### src/rtl/mux_arb_n_pkg.sv
// rtl/mux_arb_n_pkg.sv - shared constants and helpers for the N-channel arbitrated mux
package mux_arb_n_pkg;

    localparam int DEFAULT_WIDTH = 24;
    localparam int MODE_SELECT   = 0;
    localparam int MODE_RR       = 1;

    // Select/index width; a two-channel (or smaller) mux still needs one bit.
    function automatic int sel_width(input int n);
        return (n <= 2) ? 1 : $clog2(n);
    endfunction

endpackage

### src/rtl/mux_arb_n_rr_arbiter.sv
// rtl/mux_arb_n_rr_arbiter.sv - round-robin search from ptr producing a one-hot grant
module rr_arbiter #(
    parameter int N  = 4,
    parameter int SW = 2
) (
    input  logic [N-1:0]  req_i,
    input  logic [SW-1:0] ptr_i,
    output logic [N-1:0]  grant_o
);

    int  p;
    logic found;

    // Visit ptr, ptr+1, ... wrapping at N; the first requester wins.
    always_comb begin
        grant_o = '0;
        found   = 1'b0;
        p       = 0;
        for (int k = 0; k < N; k++) begin
            p = int'(ptr_i) + k;
            if (p >= N) begin
                p = p - N;
            end
            for (int j = 0; j < N; j++) begin
                if (!found && (j == p) && req_i[j]) begin
                    grant_o[j] = 1'b1;
                    found      = 1'b1;
                end
            end
        end
    end

endmodule

### src/rtl/mux_arb_n.sv
// rtl/mux_arb_n.sv - N-channel select/round-robin mux with one registered output stage
module mux_arb_n
    import mux_arb_n_pkg::*;
#(
    parameter int WIDTH = DEFAULT_WIDTH,
    parameter int N     = 4,
    parameter int MODE  = MODE_SELECT,
    localparam int SW   = sel_width(N)
) (
    input  logic                 Clock,
    input  logic                 Reset,
    input  logic [N*WIDTH-1:0]   Hyrja,
    input  logic [N-1:0]         HyrjaValid,
    output logic [N-1:0]         HyrjaGati,
    input  logic [SW-1:0]        S,
    output logic [WIDTH-1:0]     Dalja,
    output logic                 DaljaValid,
    input  logic                 DaljaGati,
    output logic [SW-1:0]        DaljaKanali
);

    logic             load;
    logic             xfer;
    logic [N-1:0]     grant;
    logic [N-1:0]     sel_grant;
    logic [N-1:0]     rr_grant;
    logic [SW-1:0]    idx;
    logic [WIDTH-1:0] mux_data;
    logic [SW-1:0]    ptr_q, ptr_d;
    logic             valid_q;
    logic [WIDTH-1:0] data_q;
    logic [SW-1:0]    kanali_q;

    assign load = ~valid_q | DaljaGati;

    // Out-of-range selects simply match no channel.
    always_comb begin
        sel_grant = '0;
        for (int i = 0; i < N; i++) begin
            if (S == SW'(i)) begin
                sel_grant[i] = HyrjaValid[i];
            end
        end
    end

    generate
        if (MODE == MODE_RR) begin : g_rr
            rr_arbiter #(
                .N  (N),
                .SW (SW)
            ) u_rr_arbiter (
                .req_i   (HyrjaValid),
                .ptr_i   (ptr_q),
                .grant_o (rr_grant)
            );
        end else begin : g_no_rr
            assign rr_grant = '0;
        end
    endgenerate

    assign grant     = (MODE == MODE_RR) ? rr_grant : sel_grant;
    assign HyrjaGati = Reset ? '0 : (grant & {N{load}});
    assign xfer      = |(HyrjaValid & HyrjaGati);

    always_comb begin
        idx      = '0;
        mux_data = '0;
        for (int i = 0; i < N; i++) begin
            if (grant[i]) begin
                idx      = idx | SW'(i);
                mux_data = mux_data | Hyrja[i*WIDTH +: WIDTH];
            end
        end
    end

    always_comb begin
        ptr_d = ptr_q;
        if ((MODE == MODE_RR) && xfer) begin
            ptr_d = (idx == SW'(N - 1)) ? '0 : idx + SW'(1);
        end
    end

    always_ff @(posedge Clock) begin
        if (Reset) begin
            valid_q  <= 1'b0;
            data_q   <= '0;
            kanali_q <= '0;
            ptr_q    <= '0;
        end else begin
            ptr_q <= ptr_d;
            if (load) begin
                if (xfer) begin
                    valid_q  <= 1'b1;
                    data_q   <= mux_data;
                    kanali_q <= idx;
                end else begin
                    valid_q  <= 1'b0;
                end
            end
        end
    end

    assign Dalja       = data_q;
    assign DaljaValid  = valid_q;
    assign DaljaKanali = kanali_q;

endmodule
### config.mk
export PLATFORM = sky130hd
export DESIGN_NAME = mux_arb_n
export DESIGN_NICKNAME = d
export VERILOG_FILES = /design/src/rtl/mux_arb_n_pkg.sv /design/src/rtl/mux_arb_n_rr_arbiter.sv /design/src/rtl/mux_arb_n.sv
export SDC_FILE = /design/constraint.sdc
export NUM_CORES = 1
export LEC_CHECK = 0
export ABC_AREA = 1
export CORE_MARGIN = 3
export CORE_UTILIZATION = 34
export CTS_CLUSTER_SIZE = 10
export DETAILED_ROUTE_END_ITERATION = 16
export PLACE_DENSITY = 0.77
export SYNTH_ARGS = -nofsm -noshare
export SYNTH_HDL_FRONTEND = slang
export SYNTH_HIERARCHICAL = 1
export SYNTH_SLANG_ARGS = --single-unit
### constraint.sdc
create_clock -name Clock -period 1.25 [get_ports Clock]
set_clock_uncertainty 0.05 [all_clocks]
set_input_delay 0.1875 -clock Clock [delete_from_list [all_inputs] [get_ports Clock]]
set_output_delay 0.1875 -clock Clock [all_outputs]
set_load 0.02 [all_outputs]
# == Yosys cells after proc, flatten, opt, wreduce, memory -nomap -nowiden ==
# Index checks and enable logic that the tools add are counted.
# W data, S select, Z words.
# word_totals
reg_bits,27
inputBits,105
output_inout_bits,31
# op_classes
eq_ne,3
n_mux,13
bitwise,7
reduce_logical,3
# ops
op,count
$mux W24,4
$or A24 B24 Y24,3
$and A4 B4 Y4,2
$mux W1,6
$eq A2 B2 Y1 const B,2
$mux W2,2
$mux W4,1
$reduce_or A4 Y1,1
$eq A2 B1 Y1 const B,1
$logic_not A2 Y1,1
$reduce_and A2 Y1,1
$not A1 Y1,1
$or A1 B1 Y1,1

# == Logic depth before layout (Yosys ltp) ==
# Gate-level depths: netlist of the first run.
# depth
ltp_word,9
ltp_mapped,10

# == Worst setup path before layout of the first run ==
# No wires, ideal clock.
# synth_timing
kind,register to register
startpoint,"reg valid_q, in the netlist DaljaValid"
endpoint,"reg data_q[5], in the netlist Dalja[5]"
setup_time_ns,0.113
arrival_time_ns,1.302
t_required_ns,1.087
path_slack_ns,-0.214
stages_incl_launch_ff,9
cell_sequence,dfxtp_1 nand2_1 nand2_1 inv_1 o21ai_2 buf_6 nand3_1 nand2_1 nor2_1
# synth_between
elab_chain_cells,7
# synth_lines
element,line_no,source
start: declaration,mux_arb_n.sv:30,logic valid_q;
start signal: assignment,mux_arb_n.sv:85,valid_q <= 1'b0;
start signal: assignment,mux_arb_n.sv:93,valid_q <= 1'b1;
start signal: assignment,mux_arb_n.sv:97,valid_q <= 1'b0;
$not A1 Y1 (*),mux_arb_n.sv:34,assign load = ~valid_q | DaljaGati;
$or A1 B1 Y1 (*),mux_arb_n.sv:34,
$and A4 B4 Y4,mux_arb_n.sv:62,assign HyrjaGati = Reset ? '0 : (grant & {N{load}});
$mux W4,mux_arb_n.sv:62,
$and A4 B4 Y4,mux_arb_n.sv:63,assign xfer = |(HyrjaValid & HyrjaGati);
$reduce_or A4 Y1,mux_arb_n.sv:63,
$reduce_and A2 Y1 (no line) (*),-,
end signal: assignment,mux_arb_n.sv:94,data_q <= mux_data;
end: declaration,mux_arb_n.sv:31,logic [WIDTH-1:0] data_q;
# Mark *: on every way between the ends. The rest lies on a longest branch, timed or not.
# A chain may end at the register's enable or synchronous reset.

# == Worst setup path after layout of the first run ==
# layout_timing
startpoint,"reg valid_q, in the netlist DaljaValid"
endpoint,out HyrjaGati[3]
# layout_between
elab_chain_cells,4
# layout_lines
element,line_no,source
$not A1 Y1,mux_arb_n.sv:34,
$or A1 B1 Y1,mux_arb_n.sv:34,
$and A4 B4 Y4,mux_arb_n.sv:62,
$mux W4,mux_arb_n.sv:62,
end: declaration,mux_arb_n.sv:14,"output logic [N-1:0] HyrjaGati,"
# Every way passes these cells.

==> results of run 1 <==
## metrics by stage
step / TNS (ns) / total power, µW / utilization / worst slack [ns] / std cells
after floorplan: 0 / 1537 / - / 0.004085 / 429
after global placement: -22.20 / 2131 / 0.5967 / -0.8011 / 648
after detailed placement: -24.08 / 2153 / 0.5967 / -0.8413 / 648
after CTS: -1.879 / 2684 / 0.6258 / -0.1067 / 662
after global routing: -4.301 / 2924 / 0.6482 / -0.1767 / 663
final: -2.316 / 2738 / 0.6482 / -0.1185 / 663
## cell usage after synthesis (all sizes together)
cell	number
buf	19
nand2	157
o211ai	1
inv	88
a21oi	2
nand3	52
clkbuf	1
o21ai	2
nor2	80
dfxtp	27
## worst paths after layout
path                  startpoint             end  slack, ns  cells past startpoint
setup reg to reg      DaljaValid       Dalja[12]      -0.10                      8
hold / removal         DaljaGati      DaljaValid       0.36                      6
setup / recovery      DaljaValid    HyrjaGati[3]      -0.12                      5
hold reg to reg   DaljaKanali[1]  DaljaKanali[1]       0.49                      2
## area by class of cell
type / instances / share of cell area
Sequential cell: 27 / 0.1307
Clock buffer: 4 / 0.01082
Inverter: 88 / 0.07995
Multi-Input combinational cell: 295 / 0.3502
Tap cell: 77 / 0.02314
Timing Repair Buffer: 172 / 0.4052
## routing by layer
layer / GRT usage / up-vias
met3: 0.04798 / 2
met4: 0.01674 / 0
met1: 0.2292 / 1313
met5: 0 / -
met2: 0.4082 / 75
li1: - / 1554
## where the power goes
| group | internal [µW] | leakage, µW | switching, µW |
|---|---|---|---|
| clock network | 229 | 0.0000228 | 278 |
| logic | 650 | 0.00198 | 608 |
| registers | 937 | 0.000223 | 37.5 |
| total | 1820 | 0.00222 | 923 |
## worst max-delay path: stages (launching register included)
cell and delay (ns):
dfxtp_4 0.36, nand2_4 0.09, nand2_8 0.08, buf_6 0.13, nor2_4 0.08, buf_6 0.12
## logic make-up (layout without fill, tap and decap cells)
kind of cell    after synthesis  count (layout)
buf+inv                     108             264
flops                        27              27
compound gates                5               5
simple gates                289             290
## flip-flops by register name, indices dropped and copies added, names as in the netlist
name / count
Dalja: 24
DaljaKanali: 2
DaljaValid: 1
## what timing repair did
action,CTS,global route
endpoints found under the setup margin,58,37
pin swaps,6,10
cloned,1,0
resized for setup,89,39
buffers inserted,9,1
==> reports/results.tsv, run 1 <==
metric	value	unit
status	complete, but fails checks	
violations	negative setup slack	
synth_fa_ha_area_frac	0	
critical_path_required	1.01	ns
cts_tree	done	
multi_input_area	1458	µm²
track_usage	0.2062	
layout_commonest_cell	nand2_1	
clkTransAtPathRegs	0.10	ns
synth-xor-area-share	0	
synth.area.top_cells	nand2_1 26%, dfxtp_1 24%, inv_1 14%	
dieArea	7700	µm²
path_class	flip-flop to output pin	
wirelength_met1	3.304	mm
setup_viol_count_final	28	
nFillCells	605	
max_freq	0.7307	GHz
portBuffers	135	
drt_iter0_markers	96	
io_pins	136	
cp.arrival	1.13	ns
p_leak	0.002223	µW
hold_viol_final	0	
drc	0	
layout_common_cells	154 x nand2_1, 97 x clkdlybuf4s50_1, 84 x inv_1	
finalCriticalPeriod	1.369	ns
post_dp_cell_area	3832	µm²
gr-total-overflow	0	
dr_wl_met2	4.266	mm
synth_simple_gate_area_frac	0.5237	
wire_per_inst	12.20	µm
first_global_vias	2793	
synth_compound_area_frac	0.02203	
avgSynthCellArea	5.296	µm²
ant_nets	0	
ys_seq_area_frac	0.2379	
synth.distinct_cells	17	
peakVddDrop	532.3	µV
yosysTopAreaCell	nand2_1	
core	6422	µm²
slew_violations	0	
slew_headroom	0.8090	
via_per_inst	4.440	
grt_max_degree	28	
synthMuxAreaShare	0	
worst_slack	-0.1185	ns
drive_gt1_frac	0.1604	
top_layer_used	met4	
routabilityCongestion	0.8115	
hp-class	input pin to flip-flop	
syn_area	2272	µm²
root_buffer	clkbuf_8	
place_hpwl	6.135	mm
synth_warnings	6	
wl_met3	502	µm
cp-end-kind	output pin	
synth_fp_nets	534	
cts_buffers	3	
seqCellArea	544.3	µm²
dieHeight	87.75	µm
holdWs	0.3626	ns
rsz0062_at_grt	yes	
crit_fanout	7	
final_area	4163	µm²
crit_path_start_kind	flip-flop	
syn_inst	429	
cts-htree-levels	1	
worstSkewPairLatency	0.27	ns
tightest_slew	0.2865	ns
grt_first_pass_wirelength	12.67	mm
maxCapViolCount	0	
dr.pass1.iters	4	
ys_seq_elements	27	
syn_to_final_growth	83.20	%
start_util	0.3538	
synth_top_area_share	0.2594	
antenna_found_initial	0	
rows	29	
cts_hold_buf	0	
cts_buffer_depth	2	
dieWidth	87.75	µm
num_antenna_cells	0	
cts_num_sinks	27	
nets	692	
routed_wl	8.090	mm
finalCritPeriodShare	1.095	
p_per_area	657.8	nW/µm²
num_vias	2944	
synth_top_family_by_area	simple AND/OR/NAND/NOR gates	
No activity file was read; power rests on OpenSTA's default activity.
==> inputs of run 2 (changes only) <==
--- a/config.mk
+++ b/config.mk
@@ -7,10 +7,12 @@
 export LEC_CHECK = 0
 export ABC_AREA = 1
 export CORE_MARGIN = 3
-export CORE_UTILIZATION = 34
+export CORE_UTILIZATION = 41
+export CTS_CLUSTER_DIAMETER = 50
 export CTS_CLUSTER_SIZE = 10
 export DETAILED_ROUTE_END_ITERATION = 16
-export PLACE_DENSITY = 0.77
+export GPL_TIMING_DRIVEN = 0
+export PLACE_DENSITY = 0.87
 export SYNTH_ARGS = -nofsm -noshare
 export SYNTH_HDL_FRONTEND = slang
 export SYNTH_HIERARCHICAL = 1
==> constraint.sdc (replaced) <==
create_clock -name Clock -period 1.59 [get_ports Clock]
set_clock_uncertainty 0.05 [all_clocks]
set_input_delay 0.2385 -clock Clock [delete_from_list [all_inputs] [get_ports Clock]]
set_output_delay 0.2385 -clock Clock [all_outputs]
set_load 0.02 [all_outputs]
==> run 2 against run 1 <==
The flow now finishes without violations. Global-route usage increased by 2.5 points. First-iteration DRC count decreased by 5.2%. Combinational power decreased by 29%. Register-to-register slack improved by 0.27 ns. Critical path depth decreased by 4. Critical endpoint is now Dalja[0].
==> reports/results.tsv, run 2 (same netlist as run 1, synthesis figures left out) <==
metric	value	unit	change
drc	0		unchanged
path_cells	clkdlybuf4s50_1		
syn_to_final_growth	66.19	%	
nets	676		-2.3%
cts_buffer_depth	2		unchanged
hold_viol_final	0		unchanged
rows	26		-10%
path_class	flip-flop to output pin		
num_vias	2872		-2.4%
setup_viol_count_final	0		-100%
portBuffers	132		-2.2%
dieHeight	80.45	µm	-8.3%
drt_iter0_markers	91		-5.2%
dieArea	6471	µm²	-16%
gr-usage-met3	0.06502		+0.01704
place_hpwl	5.957	mm	-2.9%
p_per_area	547.1	nW/µm²	-17%
hold_start	S[1]		
routabilityCongestion	0.8265		+1.8%
crit_fanout	2		-5
slew_violations	0		unchanged
grt_max_degree	16		-43%
gr-total-overflow	0		unchanged
dieWidth	80.45	µm	-8.3%
crit_buf_inv	1		-1
post_dp_cell_area	3681	µm²	-4.0%
core	5238	µm²	-18%
num_antenna_cells	0		unchanged
timing.rr.end	Dalja[21]		
cp-end-kind	output pin		
worstRegToRegCells	8		unchanged
peakVddDrop	353.0	µV	-34%
cts_hold_buf	0		unchanged
crit_path_start_kind	flip-flop		
grt_first_pass_wirelength	11.83	mm	-6.6%
drive_gt1_frac	0.07544		-0.08497
io_pins	136		unchanged
layout_commonest_cell	nand2_1		
critical_path_required	1.30	ns	+0.29 ns
worstSkewPairLatency	0.28	ns	about the same
max_freq	0.6495	GHz	
p_leak	0.002031	µW	-8.6%
finalCriticalPeriod	1.540	ns	
dr.pass1.iters	5		+1
cts_tree	done		
met1_usage	0.2522		+0.02301
cts_buffers	3		unchanged
nFillCells	494		-18%
track_usage	0.2312		+0.02506
fin_util	0.7210		+0.07282
slowest_delay	0.62	ns	+0.26 ns
slew_headroom	0.6377		-0.1714
tightest_slew	0.5435	ns	+0.2570 ns
rr_startpoint	DaljaValid		
cp_slowest_cell	clkdlybuf4s50_1		
layout_common_cells	156 x nand2_1, 125 x clkdlybuf4s50_1, 85 x inv_1		
cp_top_family	buffers and inverters		
p_total	2066	µW	-25%
hold_path_depth	8		+2
routed_wl	7.718	mm	-4.6%
cp.arrival	1.25	ns	+0.12 ns
hp-class	input pin to flip-flop		
antenna_found_initial	0		unchanged
ant_nets	0		unchanged
met2_usage	0.4371		+0.02887
final_area	3776	µm²	-9.3%
cts-htree-levels	1		unchanged
status	finished clean		
wire_per_inst	12.06	µm	-1.2%
via_per_inst	4.488		+1.1%
largest_register_ffs	24		unchanged
cts_num_sinks	27		unchanged
clkTransAtPathRegs	0.10	ns	about the same
grt.busiest_layer	met2		
rrSetupSlack	0.17	ns	+0.27 ns
min_to	Dalja[2]		
root_buffer	clkbuf_8		
finalCritPeriodShare	0.9683		
start_util	0.4338		+0.08004
maxCapViolCount	0		unchanged
first_global_vias	2603		-6.8%
holdWs	0.4609	ns	+0.09824 ns
run 2: cell types whose count changed in the layout (fill, tap and decap cells not counted), moves of 3 or more:
cell	before	now
dlygate4sd2_1	27	1
buf_4	25	9
nor2_4	19	4
buf_12	4	0
buf_2	0	7
clkdlybuf4s15_1	5	0
nor2_1	50	76
nand3_1	47	50
buf_1	0	3
nand3_2	4	1
clkdlybuf4s50_1	97	125
nor2_2	12	0
run 2: how the worst max path moves through the flow:
stage / depth (start not counted) / endpoint / slack (ns) / from
floorplan: 8 / Dalja[5] / 0.13 / DaljaValid
global placement: 5 / HyrjaGati[0] / -0.49 / Reset
detailed placement: 5 / HyrjaGati[2] / -0.50 / Reset
CTS: 1 / DaljaKanali[0] / 0.03 / DaljaKanali[0]
global route: 10 / Dalja[11] / -0.01 / DaljaGati
finish: 1 / Dalja[0] / 0.05 / Dalja[0]
run 2: stage by stage:
step / worst slack (ns) / TNS [ns] / instances
after global placement: -0.4864 / -8.999 / 631
after CTS: 0.03011 / 0 / 638
after floorplan: 0.1258 / 0 / 429
after global routing: -0.01290 / -0.01712 / 640
after detailed placement: -0.5019 / -9.683 / 631
final: 0.05045 / 0 / 640
run 2: cell type report:
class                      count  area [µm²]  share of cell area
buffer                        20       161.4             0.04274
clock buffer                   3       41.29             0.01093
clock inverter                 1       5.005            0.001325
inverter                      88       332.8             0.08814
multi-input combinational    294        1265              0.3350
sequential                    27       540.5              0.1431
tap                           70       87.58             0.02319
timing repair buffer         137        1343              0.3555
run 2: per-layer routing:
layer  up-vias  wire length, µm
met1      1238             3138
met4         0              119
met2       101             3767
met5         -                0
met3        14              692
li1       1519                -
run 2: repair_timing:
item,4_1_cts,5_1_grt
endpoints found under the setup margin,25,22
pin swaps,1,2
setup buffers,3,2
gates resized for setup,20,4
run 2: report_power, final:
group	switching (µW)	internal, µW
clock network	230	176
registers	29.7	737
logic	417	476
==> inputs of run 3 (changes only) <==
--- a/config.mk
+++ b/config.mk
@@ -6,13 +6,13 @@
 export NUM_CORES = 1
 export LEC_CHECK = 0
 export ABC_AREA = 1
-export CORE_MARGIN = 3
-export CORE_UTILIZATION = 41
+export ABC_CLOCK_PERIOD_IN_PS = 1590
+export CORE_UTILIZATION = 42
 export CTS_CLUSTER_DIAMETER = 50
 export CTS_CLUSTER_SIZE = 10
 export DETAILED_ROUTE_END_ITERATION = 16
+export DONT_BUFFER_PORTS = 1
 export GPL_TIMING_DRIVEN = 0
-export PLACE_DENSITY = 0.87
 export SYNTH_ARGS = -nofsm -noshare
 export SYNTH_HDL_FRONTEND = slang
 export SYNTH_HIERARCHICAL = 1
==> run 3 against run 2 <==
Final cell count shrank 21%. First-iteration DRC count increased by 13%. Sequential cell count unchanged. Sequential share of layout area grew 8.0 points. Setup slack improved by 0.051 ns. Critical endpoint is now HyrjaGati[0]. Highest routed layer unchanged.
==> reports/results.tsv, run 3 (same netlist as run 1, synthesis figures left out) <==
metric	value	unit	change
finalCriticalPeriod	1.488	ns	-0.05144 ns
layout_commonest_cell	nand2_1		
swShare	0.3549		+0.02716
first_global_vias	1974		-24%
ant_nets	0		unchanged
slew_headroom	0.6597		+0.02204
peakVddDrop	419.5	µV	+19%
max_freq	0.6720	GHz	+3.5%
dieHeight	75.55	µm	-6.1%
root_buffer	clkbuf_8		
rr_startpoint	DaljaValid		
wire_per_inst	12.28	µm	+1.8%
io_pins	136		unchanged
dr.pass1.iters	4		-1
largest_register_ffs	24		unchanged
rrSetupSlack	0.13	ns	-0.04 ns
pwr-share-seq	0.512		+0.141
place_hpwl	4.569	mm	-23%
core	5172	µm²	-1.2%
portBuffers	0		-100%
track_usage	0.2168		-0.01443
num_antenna_cells	0		unchanged
syn_to_final_growth	6.883	%	
num_vias	2316		-19%
cts_buffers	3		unchanged
drt_iter0_markers	103		+13%
clkPwrFrac	0.231		+0.034
worstRegToRegCells	8		unchanged
hold_path_depth	3		-5
status	finished clean		
cts_buffer_depth	2		unchanged
preCtsSetupSlack	-0.08908	ns	+0.4128 ns
rows	26		unchanged
grt_max_degree	15		-1
pwr-share-comb	0.258		-0.174
cp_slowest_cell	dfxtp_2		
p_leak	0.001458	µW	-28%
postCtsSetupBuffers	0		-3
worst_slack	0.1019	ns	+0.05144 ns
hp-class	input pin to flip-flop		
clkTransAtPathRegs	0.09	ns	about the same
maxCapViolCount	0		unchanged
p_per_area	687.5	nW/µm²	+26%
nets	539		-20%
routabilityCongestion	0.7207		-13%
finalSetupTns	0	ns	unchanged
cp.arrival	1.20	ns	-0.05 ns
crit_path_start_kind	flip-flop		
p_switching	592.6	µW	-12%
hold_start	Reset		
fin_util	0.4695		-0.2515
critical_path_required	1.30	ns	about the same
crit_buf_inv	0		-1
cp_top_family	simple AND/OR/NAND/NOR gates		
cts_hold_buf	0		unchanged
antenna_found_initial	0		unchanged
slowest_delay	0.37	ns	-0.25 ns
routed_wl	6.177	mm	-20%
crit_fanout	7		+5
path_cells	nand2_1 -> nand2_4 -> nor2_1		
cts_tree	done		
dieWidth	75.55	µm	-6.1%
cts-htree-levels	1		unchanged
p_int	1077	µW	-22%
drive_gt1_frac	0.07852		+0.003083
worstSkewPairLatency	0.27	ns	about the same
layout_common_cells	156 x nand2_1, 85 x inv_1, 76 x nor2_1		
setup_viol_count_final	0		unchanged
path_class	flip-flop to output pin		
dieArea	5708	µm²	-12%
path_depth	3		+2
start_util	0.4393		+0.005457
cp-end-kind	output pin		
gr-total-overflow	0		unchanged
rsz0062_at_grt	no		
timing.rr.end	Dalja[21]		
slew_violations	0		unchanged
cts_num_sinks	27		unchanged
tightest_slew	0.5104	ns	-0.03307 ns
grt_first_pass_wirelength	9.280	mm	-22%
finalCritPeriodShare	0.9359		-0.03235
min_to	Dalja[0]		
drc	0		unchanged
hold_viol_final	0		unchanged
via_per_inst	4.604		+2.6%
-- run 3: cell count changes in the layout (fill, tap and decap cells not counted), moves of 2 or more --
cell and delta:
clkdlybuf4s50_1 -125, buf_4 -5, buf_2 -4, dlymetal6s2s_1 -2
-- run 3: timing repair --
item,in CTS,in global routing
cloned,0,0
gates resized for setup,2,3
pin swaps,0,0
hold endpoints to repair,0,0
endpoints found under the setup margin,25,6
-- run 3: tightest hold or removal path: cells and delay by family --
kind | cells | cell delay [ns]
simple gates | 2 | 0.12
buf+inv | 1 | 0.08
-- run 3: worst max path at each step --
stage,end,slack [ns],from
after floorplan,Dalja[5],0.13,DaljaValid
after global placement,Dalja[15],-0.08,DaljaValid
after detailed placement,Dalja[5],-0.09,DaljaValid
after CTS,HyrjaGati[0],0.08,DaljaValid
after global routing,Dalja[23],0.04,DaljaValid
final,HyrjaGati[0],0.10,DaljaValid
-- run 3: metrics by stage --
step / cell area (µm²) / hold WS [ns] / total power (µW) / std cells
2_1_floorplan: 2272 / 0.3737 / 1203 / 429
3_3_place_gp: 2360 / 0.4213 / 1291 / 499
3_5_place_dp: 2360 / 0.4252 / 1296 / 499
4_1_cts: 2409 / 0.1410 / 1680 / 503
5_1_grt: 2429 / 0.1630 / 1792 / 503
6_report: 2429 / 0.1560 / 1670 / 503
-- run 3: final cells by class --
class,count,area [µm²]
plain buffers,20,161.4
clock buffers,4,45.04
fillers,599,2744
inverters,88,330.3
multi-input cells,294,1262
flip-flops and latches,27,541.8
well taps,70,87.58
-- run 3: power groups by stage --
stage               Clock, µW  Sequential (µW)  Combinational, µW
floorplan                   0              855                348
global placement            0              871                420
detailed placement          0              872                424
CTS                       396              856                428
global route              429              863                500
finish                    385              854                430
-- run 3: metal layers --
metal / share of wire / routed length, µm / global-route usage
met1: 0.44 / 2697 / 0.2694
met2: 0.47 / 2896 / 0.3829
met3: 0.084 / 517 / 0.04630
met4: 0.011 / 65 / 0.05144
met5: 0 / 0 / 0
==> patch, RTL diff (flow settings as in run 1) <==
`N` is set to 4 in 2 places; all go to 8.
--- a/src/rtl/mux_arb_n_rr_arbiter.sv
+++ b/src/rtl/mux_arb_n_rr_arbiter.sv
@@ -1,5 +1,5 @@
 // rtl/mux_arb_n_rr_arbiter.sv - round-robin search from ptr producing a one-hot grant
 module rr_arbiter #(
-    parameter int N  = 4,
+    parameter int N  = 8,
     parameter int SW = 2
 ) (
--- a/src/rtl/mux_arb_n.sv
+++ b/src/rtl/mux_arb_n.sv
@@ -4,5 +4,5 @@
 #(
     parameter int WIDTH = DEFAULT_WIDTH,
-    parameter int N     = 4,
+    parameter int N     = 8,
     parameter int MODE  = MODE_SELECT,
     localparam int SW   = sel_width(N)
Ports: changed (5 resized); port bits go from 136 to 242. The function was not compared with the original's and may differ.
==> patch against run 1 <==
The run still ends with negative setup slack left. Non-clock buffer count increased by 123. Area after synthesis increased by 30%. Cell count increased by 51%. Global-route usage increased by 9.2 points. Sequential share of layout area decreased by 3.9 points. Wire length increased by 89%. Highest routed layer unchanged. Final area increased by 48%. Worst setup slack got worse by 0.20 ns. Register-to-register slack got worse by 0.21 ns. Total power increased by 28%. Sequential cell count increased by 1.
==> patch: results (changes against run 1) <==
----------------------------------------------------
[Global routing]
  Combined global-route utilization of all metal layers ... 29.78% (+9.2 points)
  Met2 track utilization from global routing ... 53.31% (+12 points)
  Initial antenna violation count ... 1 (+1)
  Global Route met1 Usage ... 37.44% (+15 points)
  Wire length of the first global-routing pass ... 23.36 mm (+84%)
  Via count of the first global-routing pass ... 4,656 (+67%)
  Met3 demand-to-capacity share in global routing ... 4.067% (-0.73 points)

[Power]
  Leak ... 3.339 nW (+50%)
  Power Sequential ... 1.04 mW (+7%)
  Switching component of the power ... 1.145 mW (+24%)
  Proportion of power drawn by combinational gates ... 52.2% (+6.3 points)
  Sequential cell fraction of total power ... 29.7% (-5.9 points)
  IR drop worst, VDD ... 0.5484 mV (+3.0%)

[Critical path]
  Crit-path max FO ... 9 (+2)
  Cell family with most CP delay ... buffers and inverters

[Yosys]
  Top cells by area, synth ... nand2_1, dfxtp_1, nor2_1
  Post-synthesis net count ... 827 (+55%)
  Register area share after synthesis ... 18.92% (-4.9 points)
  Synth top cells by count ... nand2_1, nor2_1, inv_1

[Placed design]
  Setup WS pre-CTS ... -0.8346 ns (+0.006678 ns)
  Placed instance area ... 0.005828 mm^2 (+52%)
  Post-Place Cells ... 985 (+52%)
  IO Port Bufs ... 241 (+79%)
  Placed wire-length estimate after detailed placement ... 12.44 mm (+100%)
  RD Place Congestion ... 0.9520 (+17%)

[Finish]
  Fraction of layout instances using a drive strength above 1 ... 14.06% (-2.0 points)
  Final layout net count ... 1,103 (+59%)

[Status]
  Violations in the final reports ... negative setup slack
  Run status ... finished, violations left

[Drt]
  Violation count after the first detailed-routing iteration ... 191 (+99%)
  Wire length on met2 ... 7.759 mm (+82%)
  Average wire length per cell after detail routing ... 15.23 um (+25%)
  First-pass DRT Iterations ... 5 (+1)
  Total detailed-routing wirelength ... 15.26 mm (+89%)
  Average vias per placed instance ... 4.669 (+5.1%)

[STA]
  Final hold slack ... 0.3782 ns (+0.01558 ns)
  Crit path setup slack, layout ... -0.3138 ns (-0.1953 ns)
  Least-Margin Pin Slew ... 0.2818 ns (-0.004674 ns)
  Number of failing setup endpoints in the final timing report ... 36 (+29%)
  Sum Neg Setup Slack ... -9.236 ns (-6.921 ns)

[CTS]
  CTS-repair resized insts ... 131 (+47%)

----------------------------------------------------
==> patch: changes by cell type after synthesis, moves of 11 or more <==
| cell | run 1 | this run |
|---|---|---|
| nand2_1 | 157 | 367 |
| inv_1 | 85 | 38 |
| nand3_1 | 50 | 27 |
| buf_2 | 3 | 14 |
| nor2_1 | 76 | 113 |
==> patch: final timing paths <==
check                 start             end  depth (start not counted)
max              DaljaValid  DaljaKanali[0]                         11
min reg2reg  DaljaKanali[2]  DaljaKanali[2]                          2
min                   Reset  DaljaKanali[2]                          5
max reg2reg      DaljaValid  DaljaKanali[0]                         11
==> patch: cells by family after synthesis <==
family	count (synthesis)
compound gates	5
simple gates	522
flops	28
buf+inv	66
==> patch: layout make-up <==
type	count	area (um^2)
well taps	105	131.4
diodes	1	2.502
repair buffers	295	2973
fillers	722	2170
multi-input cells	527	2276
flip-flops and latches	28	564.3
clock buffers	4	66.31
inverters	42	157.7
